===== src/rtl/seg7_pkg.sv =====
// seg7_pkg: digit width, blank pattern and nibble to active-low {a..g} segment encoding
package seg7_pkg;
  localparam int DW = 4;
  localparam logic [6:0] SEG_BLANK = 7'b1111111;
  localparam logic [6:0] SEG_LUT [16] = '{
    7'b0000001, 7'b1001111, 7'b0010010, 7'b0000110,
    7'b1001100, 7'b0100100, 7'b0100000, 7'b0001111,
    7'b0000000, 7'b0000100, 7'b0001000, 7'b1100000,
    7'b0110001, 7'b1000010, 7'b0110000, 7'b0111000
  };
  function automatic logic [6:0] seg_encode(input logic [DW-1:0] n);
    return SEG_LUT[n];
  endfunction
endpackage


===== src/rtl/tick_gen.sv =====
// tick_gen: divide-by-PRESCALE tick (clk, rst active-low async, enable freezes phase, clear restarts, tick high on last count)
module tick_gen #(
  parameter int PRESCALE = 10
) (
  input  logic clk,
  input  logic rst,
  input  logic enable,
  input  logic clear,
  output logic tick
);
  localparam int CW = PRESCALE > 1 ? $clog2(PRESCALE) : 1;
  localparam logic [CW-1:0] LAST = CW'(PRESCALE - 1);
  logic [CW-1:0] cnt;
  assign tick = enable && cnt == LAST;
  always_ff @(posedge clk or negedge rst)
    if (!rst) cnt <= '0;
    else cnt <= clear || tick ? '0 : enable ? cnt + 1'b1 : cnt;
endmodule


===== src/rtl/bcd_counter_mux7seg.sv =====
// bcd_counter_mux7seg: N-digit BCD/hex up/down counter with prescaler, load, carry pulse and muxed active-low 7-seg (seg7, an) driver
module bcd_counter_mux7seg
  import seg7_pkg::*;
#(
  parameter int DIGITS   = 4,
  parameter int PRESCALE = 10,
  parameter int SCAN_DIV = 4,
  parameter int BCD      = 1
) (
  input  logic                 clk,
  input  logic                 rst,
  input  logic                 enable,
  input  logic                 upDown,
  input  logic                 load,
  input  logic [DIGITS*DW-1:0] load_value,
  output logic [DIGITS*DW-1:0] count,
  output logic                 carry,
  output logic [6:0]           seg7,
  output logic [DIGITS-1:0]    an
);
  localparam int IW = DIGITS > 1 ? $clog2(DIGITS) : 1;
  localparam logic [DW-1:0] DMAX = BCD != 0 ? 4'd9 : 4'd15;
  logic tick, scan_tick, wrap;
  logic [DIGITS*DW-1:0] step, clamped;
  logic [IW-1:0] idx;
  tick_gen #(.PRESCALE(PRESCALE)) u_tick (
    .clk, .rst, .enable, .clear(load), .tick
  );
  tick_gen #(.PRESCALE(SCAN_DIV)) u_scan (
    .clk, .rst, .enable(1'b1), .clear(1'b0), .tick(scan_tick)
  );
  // ripple the +/-1 through the digits; wrap stays set only while every lower digit was at its end value
  always_comb begin
    wrap = 1'b1;
    step = count;
    clamped = load_value;
    for (int i = 0; i < DIGITS; i++) begin
      logic [DW-1:0] d, l;
      d = count[i*DW +: DW];
      l = load_value[i*DW +: DW];
      step[i*DW +: DW] = !wrap ? d : upDown ? (d == DMAX ? '0 : d + 1'b1) : (d == '0 ? DMAX : d - 1'b1);
      wrap = wrap && d == (upDown ? DMAX : '0);
      clamped[i*DW +: DW] = BCD != 0 && l > 4'd9 ? 4'd9 : l;
    end
  end
  always_ff @(posedge clk or negedge rst)
    if (!rst) begin
      count <= '0;
      carry <= 1'b0;
      idx   <= '0;
      an    <= ~DIGITS'(1);
      seg7  <= seg_encode('0);
    end else begin
      count <= load ? clamped : tick ? step : count;
      carry <= !load && tick && wrap;
      idx   <= !scan_tick ? idx : idx == IW'(DIGITS - 1) ? '0 : idx + 1'b1;
      an    <= ~(DIGITS'(1) << idx);
      seg7  <= seg_encode(count[{idx, 2'b00} +: DW]);
    end
endmodule


===== config.mk =====
export PLATFORM = sky130hd
export DESIGN_NAME = bcd_counter_mux7seg
export DESIGN_NICKNAME = d
export VERILOG_FILES = /design/src/rtl/seg7_pkg.sv /design/src/rtl/tick_gen.sv /design/src/rtl/bcd_counter_mux7seg.sv
export SDC_FILE = /design/constraint.sdc
export NUM_CORES = 1
export LEC_CHECK = 0
export BUFFER_PORTS_ARGS = -buffer_cell sky130_fd_sc_hd__buf_4
export CAP_MARGIN = 0
export CORE_AREA = 3 3 85 71
export CTS_CLUSTER_DIAMETER = 200
export CTS_CLUSTER_SIZE = 40
export DETAILED_ROUTE_END_ITERATION = 16
export DIE_AREA = 0 0 88 74
export PLACE_DENSITY = 0.74
export SLEW_MARGIN = 15
export SYNTH_ARGS = -nofsm -noshare
export SYNTH_HDL_FRONTEND = slang
export SYNTH_SLANG_ARGS = --single-unit

===== constraint.sdc =====
create_clock -name clk -period 1.8 [get_ports clk]
set_input_delay 0.36 -clock clk [delete_from_list [all_inputs] [get_ports clk]]
set_output_delay 0.36 -clock clk [all_outputs]
set_load 0.02 [all_outputs]

# After elaboration in Yosys (flattened, before gate mapping)
# Memory sizes are Yosys's and may differ from the RTL's. A register that Yosys moved wholly into a read port is not among the register bits.
# Cells that the tools add are included.
# classes
n_mul	0
bitwise	2
n_div	0
shift	2
n_eq_ne	11
order_cmp	4
add_sub_neg	11
muxes	26
reduce_logical	21
# op_table
operator	n
2-to-1 mux 4 bit	22
2-to-1 mux 16 bit	2
adder 4 x 1 -> 4 bit, second input constant	5
equality test 4 bit, second input constant	5
equality test 4 bit	4
greater-than comparator 4 bit, second input constant	4
zero test 4 bit	4
indexed part select 16 x 5 -> 4 bit	1
subtractor 4 x 1 -> 4 bit, second input constant	4
nonzero test 2 bit	5
logical AND 1 bit	6
AND reduction 2 bit	3
NOT 4 -> 5 bit	1
adder 2 x 1 -> 2 bit, second input constant	2
equality test 2 bit, second input constant	2
2-to-1 mux 2 bit	2
NOT 4 bit	1
left shift 1 x 2 -> 4 bit, first input constant	1
zero test 1 bit	2
logical OR 1 bit	1
# totals
ramBits	0
rom_bits	112
output_inout_bits	28
memories	1
word_cells	87
reg_bits	29
in_bits	21
latch_bits	0
# memory_table
name	depth	word_bits	rd	rd_ports_with_merged_regs	write_ports	line	rtl
(no name shown)	16	7	1	1	0	seg7_pkg.sv:12	return SEG_LUT[n];

# Longest topological paths before layout
# Gate-level depths: netlist of the first run.
# logic_depth
ltp_word	7
ltp_mapped	8
depth_no_buf	7

# Hierarchy
# Synthesis of the first run repeated with hierarchy kept, for this count alone.
# unflattened
hier_cells	303
hier_area_um2	2678.8
# by_module_without_submodules
module	area_per_inst_um2	cells_per_inst	n_inst	seq_area_each_um2
bcd_counter_mux7seg	2351.0	274	1	755.7
tick_gen (u_tick)	217.7	19	1	100.1
tick_gen (u_scan)	110.1	10	1	50.0

# Worst setup path before layout of the first run
# No wires, ideal clock.
# synth_path
path_kind	register to register
from	register count[13]
to	register seg7[3]
setup_slack_ps	-129
t_arrival_ps	1847
synth_period_minus_slack_ps	1929
setup_ps	82
path_stages_with_launch	9
required_ps	1718
n_path_buf	1
path_cell_list	dfrtp_1 > clkbuf_1 > mux4_2 > inv_1 > ha_1 > nor2_1 > a21oi_1 > nor2_1 > a31oi_1
# synth_via
elab_chain_len	2
# synth_lines
item	line	rtl
from (decl)	bcd_counter_mux7seg.sv:16	output logic [DIGITS*DW-1:0] count,
from (signal assigned)	bcd_counter_mux7seg.sv:54	count <= load ? clamped : tick ? step : count;
indexed part select 16 x 5 -> 4 bit	bcd_counter_mux7seg.sv:58	seg7 <= seg_encode(count[{idx, 2'b00} +: DW]);
NOT 4 -> 5 bit (implied by the code)	seg7_pkg.sv:12	
to (decl)	bcd_counter_mux7seg.sv:18	output logic [6:0] seg7,
# No other way between the ends.
# A chain may end at the register's enable or synchronous reset.

# Worst setup path after layout of the first run
# layout_path
from	register idx[0]
to	register seg7[1]
# layout_via
elab_chain_len	2
# layout_lines
item	line	rtl
from (decl)	bcd_counter_mux7seg.sv:25	logic [IW-1:0] idx;
from (signal assigned)	bcd_counter_mux7seg.sv:56	idx <= !scan_tick ? idx : idx == IW'(DIGITS - 1) ? '0 : idx + 1'b1;
indexed part select 16 x 5 -> 4 bit	bcd_counter_mux7seg.sv:58	
NOT 4 -> 5 bit (implied by the code)	seg7_pkg.sv:12	
# No other way between the ends.

==> impl_metrics.json, run 1 <==
{
  "asyncSetResetFlopFracSynth": 1.00,
  "die_wd_um": 88,
  "rsz0062_at_grt": "true",
  "finalInstanceArea_um2": 3290,
  "cts_made_buffers": 5,
  "syn_avg_cell_area_um2": 8.93,
  "post_drt_wl_per_cell_um": 14.4,
  "pwr_density_cell_nw_per_um2": 677,
  "startpoint_type": "register",
  "synth.yosys.seq_area_share": 0.351,
  "grt_max_degree": 37,
  "fillers": 466,
  "post_syn_nets": 323,
  "fp.dieArea_um2": 6510,
  "critical_path_peak_fanout": 5,
  "grt.overflow.total": 0,
  "synthCells": 289,
  "holdCritPathClass": "input port to async pin",
  "synth_enable_flop_cells": 0,
  "placementRows": 24,
  "die-height_um": 74,
  "pwr-share-comb": 0.323,
  "slew_violations": 0,
  "area_growth_syn_to_layout_pct": 27.4,
  "max_rail_drop_vdd_mv": 0.285,
  "antenna-diode-count": 0,
  "timing.critical_path.to_type": "register",
  "cts_tree": "built",
  "tightest_slew_ps": 478,
  "power_mw": 2.23,
  "leakagePower_nw": 1.45,
  "finalSetupViolations": 0,
  "dr.first_iter.drc_count": 84,
  "drive_above_1_share": 0.323,
  "synth_top_cells_by_area": "sky130_fd_sc_hd__dfrtp_1 31%, sky130_fd_sc_hd__ha_1 6.3%, sky130_fd_sc_hd__o21ai_0 5.8%",
  "fmaxAchievable_mhz": 570,
  "initial_core_util": 0.486,
  "antenna_left": 0,
  "timing.setup.critical_path_class": "register to register",
  "layoutNonFillerInstCount": 415,
  "final_core_utilization": 0.619,
  "timing.final.crit_share": 0.975,
  "timing.hold.ws_ps": 30.0,
  "post-route-drc-count": 0,
  "design.final.nets": 383,
  "gp_routability_congestion": 0.840,
  "crit_arrival_ps": 1910,
  "worstSkewPairLatency_ps": 290,
  "cts_buffer_depth": 2,
  "dpl-instance-area_um2": 3130,
  "critical_path_required_ps": 1960,
  "synth_top_area_frac": 0.310,
  "drt_first_pass_iters": 4,
  "cts.htree.levels": 2,
  "port_buffers": 48,
  "clockPowerShare": 0.269,
  "antenna_found_initial": 0,
  "dp_hpwl_um": 4320,
  "syn-cell-area_um2": 2580,
  "sequentialPowerShare": 0.409,
  "outcome": "finished clean",
  "synth.ff_latch_count": 36,
  "hold_viol": 0,
  "clockRootBuffer": "sky130_fd_sc_hd__clkbuf_8",
  "cts.clk_slew.worst_paths_ps": 70,
  "cts_hold_repair.buffers": 0,
  "core_area_um2": 5320,
  "synth.largest_area_cell": "sky130_fd_sc_hd__dfrtp_1",
  "max_slew_margin": 0.673,
  "vias": 2287,
  "tritoncts_num_sinks": 36,
  "grt_first_pass_wirelength_um": 9690,
  "route.detailed.vias_per_inst": 5.51,
  "maxCapViolCount": 0,
  "time_the_final_worst_path_needs_with_i_o_delays_and_setup_ps": 1760,
  "dpl.cell_count": 405,
  "drt_wl_total_um": 5960,
  "synth.yosys.warnings": 0,
  "grt_pass1_vias": 2060,
  "intPower_mw": 1.51,
  "ys_dominant_reg_cell": "sky130_fd_sc_hd__dfrtp_1",
  "switching_share": 0.323,
  "global_route.usage.total": 0.187,
  "switching_power_uw": 719,
  "post_synth_num_cell_types": 51,
  "number_of_placed_i_o_pins": 49,
  "fin_worst_skew_ps": 2.26
}
## worst paths after layout
path	from	to	slack (ps)	cells past startpoint
worst max-delay path	idx[0]	seg7[1]	40	6
worst min-delay path	rst	count[10]	30	1
worst max register to register	idx[0]	seg7[1]	40	6
worst min register to register	u_scan.cnt[0]	u_scan.cnt[0]	430	1
max in group asynchronous	rst	idx[0]	1410	1
min in group clk	load_value[5]	count[5]	290	3
## kinds of logic (layout without fill, tap and decap cells)
kind of cell    after synthesis  in the layout  share of synthesized area
simple gates                 94             94                      0.198
compound gates               78             78                      0.195
buf+inv                      41            102                     0.0722
flops                        36             36                      0.351
mux                          16             16                     0.0829
fa+ha+maj                    13             13                     0.0630
xor+xnor                     11             11                     0.0373
## cells in the final DEF (no fill, tap or decap), types with 2 or more instances in the layout
master                      count
sky130_fd_sc_hd__o311ai_0       2
sky130_fd_sc_hd__nand2_1       18
sky130_fd_sc_hd__ha_4           2
sky130_fd_sc_hd__nor2b_1        6
sky130_fd_sc_hd__dfrtp_1       30
sky130_fd_sc_hd__a21oi_1        7
sky130_fd_sc_hd__o21ai_0       27
sky130_fd_sc_hd__inv_1         13
sky130_fd_sc_hd__nor2_1        17
sky130_fd_sc_hd__dfstp_2        4
sky130_fd_sc_hd__nand2b_1       4
sky130_fd_sc_hd__dfrtp_2        2
sky130_fd_sc_hd__mux2_2         3
sky130_fd_sc_hd__and2_1         4
sky130_fd_sc_hd__o221ai_1       2
sky130_fd_sc_hd__nand3_1       10
sky130_fd_sc_hd__mux2i_1        9
sky130_fd_sc_hd__nor3_1         9
sky130_fd_sc_hd__nand4_1        2
sky130_fd_sc_hd__ha_1          11
sky130_fd_sc_hd__a22oi_1        2
sky130_fd_sc_hd__clkbuf_8       6
sky130_fd_sc_hd__buf_4         76
sky130_fd_sc_hd__o22ai_1        4
sky130_fd_sc_hd__a221o_1        4
sky130_fd_sc_hd__a211o_1        2
sky130_fd_sc_hd__xnor2_1        8
sky130_fd_sc_hd__xor2_1         3
sky130_fd_sc_hd__a2111oi_0      2
sky130_fd_sc_hd__buf_6          2
sky130_fd_sc_hd__mux4_2         4
sky130_fd_sc_hd__and3b_1        2
sky130_fd_sc_hd__o21a_1         6
sky130_fd_sc_hd__and3_1         5
sky130_fd_sc_hd__a31oi_1        4
sky130_fd_sc_hd__nand3b_1       6
sky130_fd_sc_hd__o21ai_1        9
## sequential cells by signal, summed over array words and instances, names as in the netlist
name and count:
an 4, carry 1, count 16, idx 2
seg7 7, u_scan.cnt 2, u_tick.cnt 4
## synth_stat cells (all sizes together) (5+ instances only)
cell / number
o21ai: 36
dfrtp: 32
nor2: 19
nand2: 18
inv: 15
buf: 13
clkbuf: 13
ha: 13
nor3: 11
nand3: 10
mux2i: 9
a21oi: 8
xnor2: 8
nor2b: 7
nand3b: 6
o21a: 6
and3: 5
## final cells by class
class / instances / area, um^2 / share of cell area
multi-input cells: 212 / 1530 / 0.466
flip-flops and latches: 36 / 908 / 0.276
repair buffers: 79 / 613 / 0.186
clock buffers: 7 / 86.3 / 0.0262
well taps: 65 / 81.3 / 0.0247
clock inverters: 1 / 7.51 / 0.00228
inverters: 15 / 58.8 / 0.0179
## critical path: stages (launching register included)
cell                      delay, ps
sky130_fd_sc_hd__dfrtp_2        430
sky130_fd_sc_hd__mux4_2         580
sky130_fd_sc_hd__buf_4          170
sky130_fd_sc_hd__ha_4           150
sky130_fd_sc_hd__buf_4          140
sky130_fd_sc_hd__nand2_1         60
sky130_fd_sc_hd__o21ai_0         90
## per-layer routing
metal | GRT usage | wire, um | vias up
met5 | 0 | 0 | -
met4 | 0.0545 | 60 | 0
met3 | 0.0410 | 255 | 8
met2 | 0.286 | 2760 | 47
met1 | 0.269 | 2890 | 1081
li1 | - | - | 1151
## per-stage QoR
step,setup slack (ps),TNS [ps]
2_1_floorplan,-15.1,-15.1
3_3_place_gp,52.3,0
3_5_place_dp,-0.0976,-0.0976
4_1_cts,15.7,0
5_1_grt,-41.5,-159
6_report,44.2,0
## timing repair
item                       in CTS  in global routing
resized for setup               1                 14
pin swaps                       0                  6
buffers inserted                0                  2
setup endpoints to repair       1                 12
gates cloned                    0                  0
## power by group through the flow
stage               clock network [mW]  registers, mW  logic, mW
floorplan                            0          0.995      0.357
global placement                     0          0.923      0.676
detailed placement                   0          0.924      0.692
CTS                              0.611          0.909      0.694
global route                     0.642          0.915      0.789
finish                           0.599          0.910      0.719
(Power assumes the default switching activity.)
==> run 2, diff against run 1 <==
--- a/config.mk
+++ b/config.mk
@@ -7,11 +7,11 @@
 export LEC_CHECK = 0
 export BUFFER_PORTS_ARGS = -buffer_cell sky130_fd_sc_hd__buf_4
 export CAP_MARGIN = 0
-export CORE_AREA = 3 3 85 71
+export CORE_AREA = 3 3 65 92
 export CTS_CLUSTER_DIAMETER = 200
 export CTS_CLUSTER_SIZE = 40
 export DETAILED_ROUTE_END_ITERATION = 16
-export DIE_AREA = 0 0 88 74
+export DIE_AREA = 0 0 68 95
 export PLACE_DENSITY = 0.74
 export SLEW_MARGIN = 15
 export SYNTH_ARGS = -nofsm -noshare
==> run 2 against run 1 <==
  * The run now ends with negative setup slack left
  * Critical path depth did not move
  * Cell area rose by 0.27%
  * Maximum frequency is 4.7% lower
  * Sequential share of layout area decreased by 0.073 points
  * Utilization grew 1.6 points
  * Combinational power about the same
  * Die area shrank 0.80%
  * First-iteration DRC count rose by 43%
  * Clock power down 2%
  * Clock-buffer cell count down 1
  * Sequential power rose by 0.7%
  * Critical endpoint is now seg7[2]
  * Largest cell class unchanged
==> impl_metrics.json, run 2 (same netlist as run 1, synthesis figures left out) <==
{
  "tritoncts_num_sinks": 36,
  "violations": "negative setup slack",
  "dpl.cell_count": 405,
  "port_buffers": 48,
  "grt_pass1_vias": 2190,
  "dp_hpwl_um": 4390,
  "placementRows": 31,
  "largest_register_ffs": 16,
  "timing.critical_path.to_type": "register",
  "grt_first_pass_wirelength_um": 9660,
  "pwr_density_cell_nw_per_um2": 675,
  "antenna_left": 0,
  "drt_first_pass_iters": 4,
  "antenna_found_initial": 0,
  "rr_startpoint": "idx[0]",
  "hold_viol": 0,
  "layout_commonest_cell": "sky130_fd_sc_hd__buf_4",
  "cts_tree": "built",
  "time_the_final_worst_path_needs_with_i_o_delays_and_setup_ps": 1840,
  "maxCapViolCount": 0,
  "number_of_placed_i_o_pins": 49,
  "gp_routability_congestion": 0.828,
  "outcome": "complete, but fails checks",
  "antenna-diode-count": 0,
  "die-height_um": 95,
  "holdCritPathClass": "input port to async pin",
  "dpl-instance-area_um2": 3120,
  "layoutNonFillerInstCount": 419,
  "timing.setup.critical_path_class": "register to register",
  "fp.dieArea_um2": 6460,
  "vias": 2363,
  "biggestRegsByFlops": "count x16, seg7 x7",
  "rsz0062_at_grt": "true",
  "worstSkewPairLatency_ps": 290,
  "leakagePower_nw": 1.47,
  "cts_made_buffers": 5,
  "die_wd_um": 68,
  "cts.clk_slew.worst_paths_ps": 70,
  "max_slew_margin": 0.693,
  "post_drt_wl_per_cell_um": 14.5,
  "timing.final.crit_share": 1.02,
  "fin_worst_skew_ps": 5.96,
  "cts_buffer_depth": 2,
  "startpoint_type": "register",
  "minimum_setup_slack_in_the_final_design_ps": -42.2,
  "crit_end": "seg7[2]",
  "grt.overflow.total": 0,
  "critical_path_required_ps": 2000,
  "design.final.nets": 386,
  "r2r-end": "seg7[2]",
  "critical_path_peak_fanout": 5,
  "most_frequent_cells_in_the_layout": "80 x sky130_fd_sc_hd__buf_4, 30 x sky130_fd_sc_hd__dfrtp_1, 28 x sky130_fd_sc_hd__o21ai_0, 18 x sky130_fd_sc_hd__nand2_1, 18 x sky130_fd_sc_hd__nor2_1",
  "grt_max_degree": 37,
  "tightest_slew_ps": 461,
  "largest-register": "count",
  "area_growth_syn_to_layout_pct": 27.8,
  "clockRootBuffer": "sky130_fd_sc_hd__clkbuf_8",
  "rrSetupSlack_ps": -40,
  "post-route-drc-count": 0,
  "core_area_um2": 5200,
  "slew_violations": 0,
  "initial_core_util": 0.497,
  "critical_path_start": "idx[0]",
  "route.detailed.vias_per_inst": 5.64,
  "finalSetupViolations": 1,
  "drive_above_1_share": 0.320,
  "dr.first_iter.drc_count": 120,
  "global_route.usage.total": 0.195,
  "crit_arrival_ps": 2040,
  "ff2ff_path_depth": 6,
  "cts.htree.levels": 2,
  "max_rail_drop_vdd_mv": 0.531,
  "fmaxAchievable_mhz": 543,
  "finalInstanceArea_um2": 3300,
  "drt_wl_total_um": 6070
}
==> run 2: changes by cell type in the layout (fill, tap and decap cells not counted), sizes merged <==
cell,change
clkinv,+2
clkbuf,-1
buf,+3
clkinvlp,-1
==> run 2: per-stage QoR <==
stage               hold WS [ps]   util  TNS (ps)  total power [mW]  setup WS [ps]
floorplan                   64.4      -     -15.1              1.35          -15.1
global placement             345  0.600         0              1.61           29.8
detailed placement           342  0.600     -20.0              1.62          -20.0
CTS                         29.4  0.618         0              2.22           24.8
global route                38.5  0.635      -362              2.36           -106
finish                      23.6  0.635     -42.2              2.23          -42.2
==> run 2: final cells by class <==
type / instances / area, um^2
tap: 66 / 82.6
fill: 448 / 1900
timing repair buffer: 82 / 632
inverter: 15 / 58.8
clock buffer: 6 / 82.6
multi-input combinational: 212 / 1520
sequential: 36 / 908
clock inverter: 2 / 10.0
==> run 2: what timing repair did <==
action                     4_1_cts  5_1_grt
hold buffers                     0        0
buffers inserted                 0        6
gates resized for setup          1        9
cloned                           0        0
pin swaps                        0        5
setup endpoints to repair        2       11
==> run 2: worst min path at each step <==
stage,depth (start not counted),slack [ps],endpoint,startpoint
after floorplan,0,60,an[0],rst
after global placement,1,340,u_tick.cnt[2],rst
after detailed placement,1,340,u_tick.cnt[2],rst
after CTS,1,30,seg7[6],rst
after global routing,1,40,u_tick.cnt[2],rst
final,1,20,u_tick.cnt[2],rst
==> run 2: layer usage <==
metal  global-route usage  up-vias  part of all wire
met5                    0        -                 0
met4               0.0680        0             0.022
met3               0.0429       14             0.042
met2                0.337       59              0.52
met1                0.233     1134              0.41
li1                     -     1156                 -
==> run 2: where the power goes <==
group	total [mW]	internal, mW	leakage (nW)	switching, mW
sequential	0.916	0.871	0.446	0.0446
combinational	0.722	0.333	0.975	0.389
clock	0.590	0.305	0.0510	0.285
==> run 2: critical path: stages, from the launching register on <==
cell and delay [ps]:
sky130_fd_sc_hd__dfrtp_2 450, sky130_fd_sc_hd__mux4_2 390, sky130_fd_sc_hd__inv_1 90, sky130_fd_sc_hd__buf_4 160
sky130_fd_sc_hd__ha_1 210, sky130_fd_sc_hd__mux2_2 280, sky130_fd_sc_hd__o21ai_0 170
==> run 3, diff against run 2 <==
--- a/config.mk
+++ b/config.mk
@@ -7,12 +7,14 @@
 export LEC_CHECK = 0
 export BUFFER_PORTS_ARGS = -buffer_cell sky130_fd_sc_hd__buf_4
 export CAP_MARGIN = 0
-export CORE_AREA = 3 3 65 92
+export CELL_PAD_IN_SITES_DETAIL_PLACEMENT = 1
+export CELL_PAD_IN_SITES_GLOBAL_PLACEMENT = 1
+export CORE_AREA = 3 3 74 104
 export CTS_CLUSTER_DIAMETER = 200
 export CTS_CLUSTER_SIZE = 40
 export DETAILED_ROUTE_END_ITERATION = 16
-export DIE_AREA = 0 0 68 95
-export PLACE_DENSITY = 0.74
+export DIE_AREA = 0 0 77 107
+export PLACE_DENSITY_LB_ADDON = 0.05
 export SLEW_MARGIN = 15
 export SYNTH_ARGS = -nofsm -noshare
 export SYNTH_HDL_FRONTEND = slang
==> run 3 against run 2 <==
  * The flow now finishes without violations
  * Clock power increased by 20%
  * Utilization decreased by 14 points
  * Die area rose by 28%
  * Via count hardly changed
  * Critical path type unchanged
  * Sequential power is 0.7% higher
  * Global-route usage is 2.3 points lower
  * Critical path depth unchanged
==> impl_metrics.json, run 3 (same netlist as run 1, synthesis figures left out) <==
{
  "critical_path_required_ps": 1970,
  "critical-path-slowest-cell": "sky130_fd_sc_hd__mux4_2",
  "die-height_um": 107,
  "biggestRegsByFlops": "count x16, seg7 x7",
  "clockRootBuffer": "sky130_fd_sc_hd__clkbuf_8",
  "fmaxAchievable_mhz": 561,
  "multi_input_area_um2": 1540,
  "most_frequent_cells_in_the_layout": "86 x sky130_fd_sc_hd__buf_4, 30 x sky130_fd_sc_hd__dfrtp_1, 26 x sky130_fd_sc_hd__o21ai_0, 18 x sky130_fd_sc_hd__nor2_1, 17 x sky130_fd_sc_hd__nand2_1",
  "ff_latch_area_um2": 908,
  "startpoint_type": "register",
  "cts.clk_slew.worst_paths_ps": 80,
  "critical_path_peak_fanout": 5,
  "ff2ff_path_depth": 6,
  "max_rail_drop_vdd_mv": 0.334,
  "largest_register_ffs": 16,
  "design.final.nets": 395,
  "grt.overflow.total": 0,
  "cts_tree": "built",
  "grt_pass1_vias": 2371,
  "initial_core_util": 0.375,
  "antenna_left": 0,
  "antenna-diode-count": 0,
  "timing.setup.critical_path_class": "register to register",
  "fin_setup_tns_ps": 0,
  "fin_worst_skew_ps": 5.95,
  "number_of_placed_i_o_pins": 49,
  "max_slew_margin": 0.685,
  "cell_chain_critical_path": "mux4_2, buf_4, ha_1, nand2_2, o21a_1, o21ai_0",
  "timing.critical_path.to_type": "register",
  "drt_wl_total_um": 7090,
  "worstSkewPairLatency_ps": 290,
  "tightest_slew_ps": 473,
  "power_mw": 2.38,
  "fp.dieArea_um2": 8240,
  "rsz0062_at_grt": "true",
  "route.detailed.vias_per_inst": 5.18,
  "hold_viol": 0,
  "leakagePower_nw": 1.52,
  "antenna_found_initial": 0,
  "gp_routability_congestion": 0.746,
  "timing.final.crit_share": 0.991,
  "pwr_density_cell_nw_per_um2": 693,
  "drive_above_1_share": 0.337,
  "crit_arrival_ps": 1960,
  "r2r-end": "seg7[1]",
  "holdCritPathClass": "input port to async pin",
  "grt_first_pass_wirelength_um": 11600,
  "post_drt_wl_per_cell_um": 15.5,
  "global_route.usage.total": 0.173,
  "rrSetupSlack_ps": 20,
  "largest-register": "count",
  "cts_buffer_depth": 2,
  "dp_hpwl_um": 5040,
  "cts.htree.levels": 2,
  "die_wd_um": 77,
  "grt_max_degree": 37,
  "worst_path_dominant_cell_family": "multiplexers",
  "slew_violations": 0,
  "time_the_final_worst_path_needs_with_i_o_delays_and_setup_ps": 1780,
  "dr.first_iter.drc_count": 56,
  "area_growth_syn_to_layout_pct": 33.3,
  "vias": 2365,
  "rr_startpoint": "idx[0]",
  "tritoncts_num_sinks": 36,
  "drt_first_pass_iters": 4,
  "layout_commonest_cell": "sky130_fd_sc_hd__buf_4",
  "finalSetupViolations": 0,
  "post-route-drc-count": 0,
  "placementRows": 36,
  "core_area_um2": 6890,
  "outcome": "finished clean",
  "fillers": 836,
  "cts_made_buffers": 5,
  "cp_bufs_invs": 1,
  "port_buffers": 48,
  "slowest_delay_ps": 550,
  "timing.hold.ws_ps": 18.1,
  "maxCapViolCount": 0
}
[run 3: timing repair]
action / CTS / global route
cloned: 0 / 1
hold buffers: 0 / 0
pin swaps: 1 / 3
setup buffers: 0 / 6
resized for setup: 1 / 13
setup endpoints to repair: 3 / 15
[run 3: worst register-to-register path: cells and delay by family (launching register included)]
family,cells,cell delay [ps]
AO/OA/AOI/OAI,2,220
adder cells (fa/ha/maj),1,220
buffers and inverters,1,160
flip-flops,1,430
multiplexers,1,550
AND/OR/NAND/NOR,1,90
[run 3: layer usage]
| layer | vias to the layer above | track usage | routed length (um) |
|---|---|---|---|
| met2 | 44 | 0.315 | 3660 |
| met1 | 1142 | 0.208 | 3100 |
| li1 | 1172 | - | - |
| met4 | 0 | 0.0420 | 73 |
| met3 | 7 | 0.0328 | 249 |
| met5 | - | 0 | 0 |
[run 3: final cells by class]
type / count / area share
clock buffers: 6 / 0.0211
clock inverters: 2 / 0.0102
well taps: 95 / 0.0346
flip-flops and latches: 36 / 0.264
multi-input cells: 213 / 0.448
repair buffers: 90 / 0.206
inverters: 15 / 0.0164
[run 3: worst max path at each step]
stage          slack, ps       from  depth (start not counted)   endpoint
5_1_grt              -80     idx[0]                          7    seg7[3]
3_3_place_gp          20     upDown                          7  count[13]
4_1_cts                3   count[0]                          6    seg7[3]
2_1_floorplan        -20  count[13]                          7    seg7[3]
3_5_place_dp         -30     idx[0]                          6    seg7[3]
6_report              20     idx[0]                          6    seg7[1]
[run 3: through the flow]
| step | std cells | area (um^2) | util | setup WS, ps |
|---|---|---|---|---|
| 2_1_floorplan | 289 | 2590 | - | -15.1 |
| 6_report | 457 | 3440 | 0.499 | 16.0 |
| 5_1_grt | 457 | 3440 | 0.499 | -77.5 |
| 3_3_place_gp | 442 | 3230 | 0.469 | 18.6 |
| 3_5_place_dp | 442 | 3230 | 0.469 | -29.0 |
| 4_1_cts | 450 | 3340 | 0.484 | 3.22 |
[run 3: where the power goes]
part,internal [mW],switching (mW)
Combinational,0.354,0.398
Clock,0.411,0.298
Sequential,0.870,0.0513
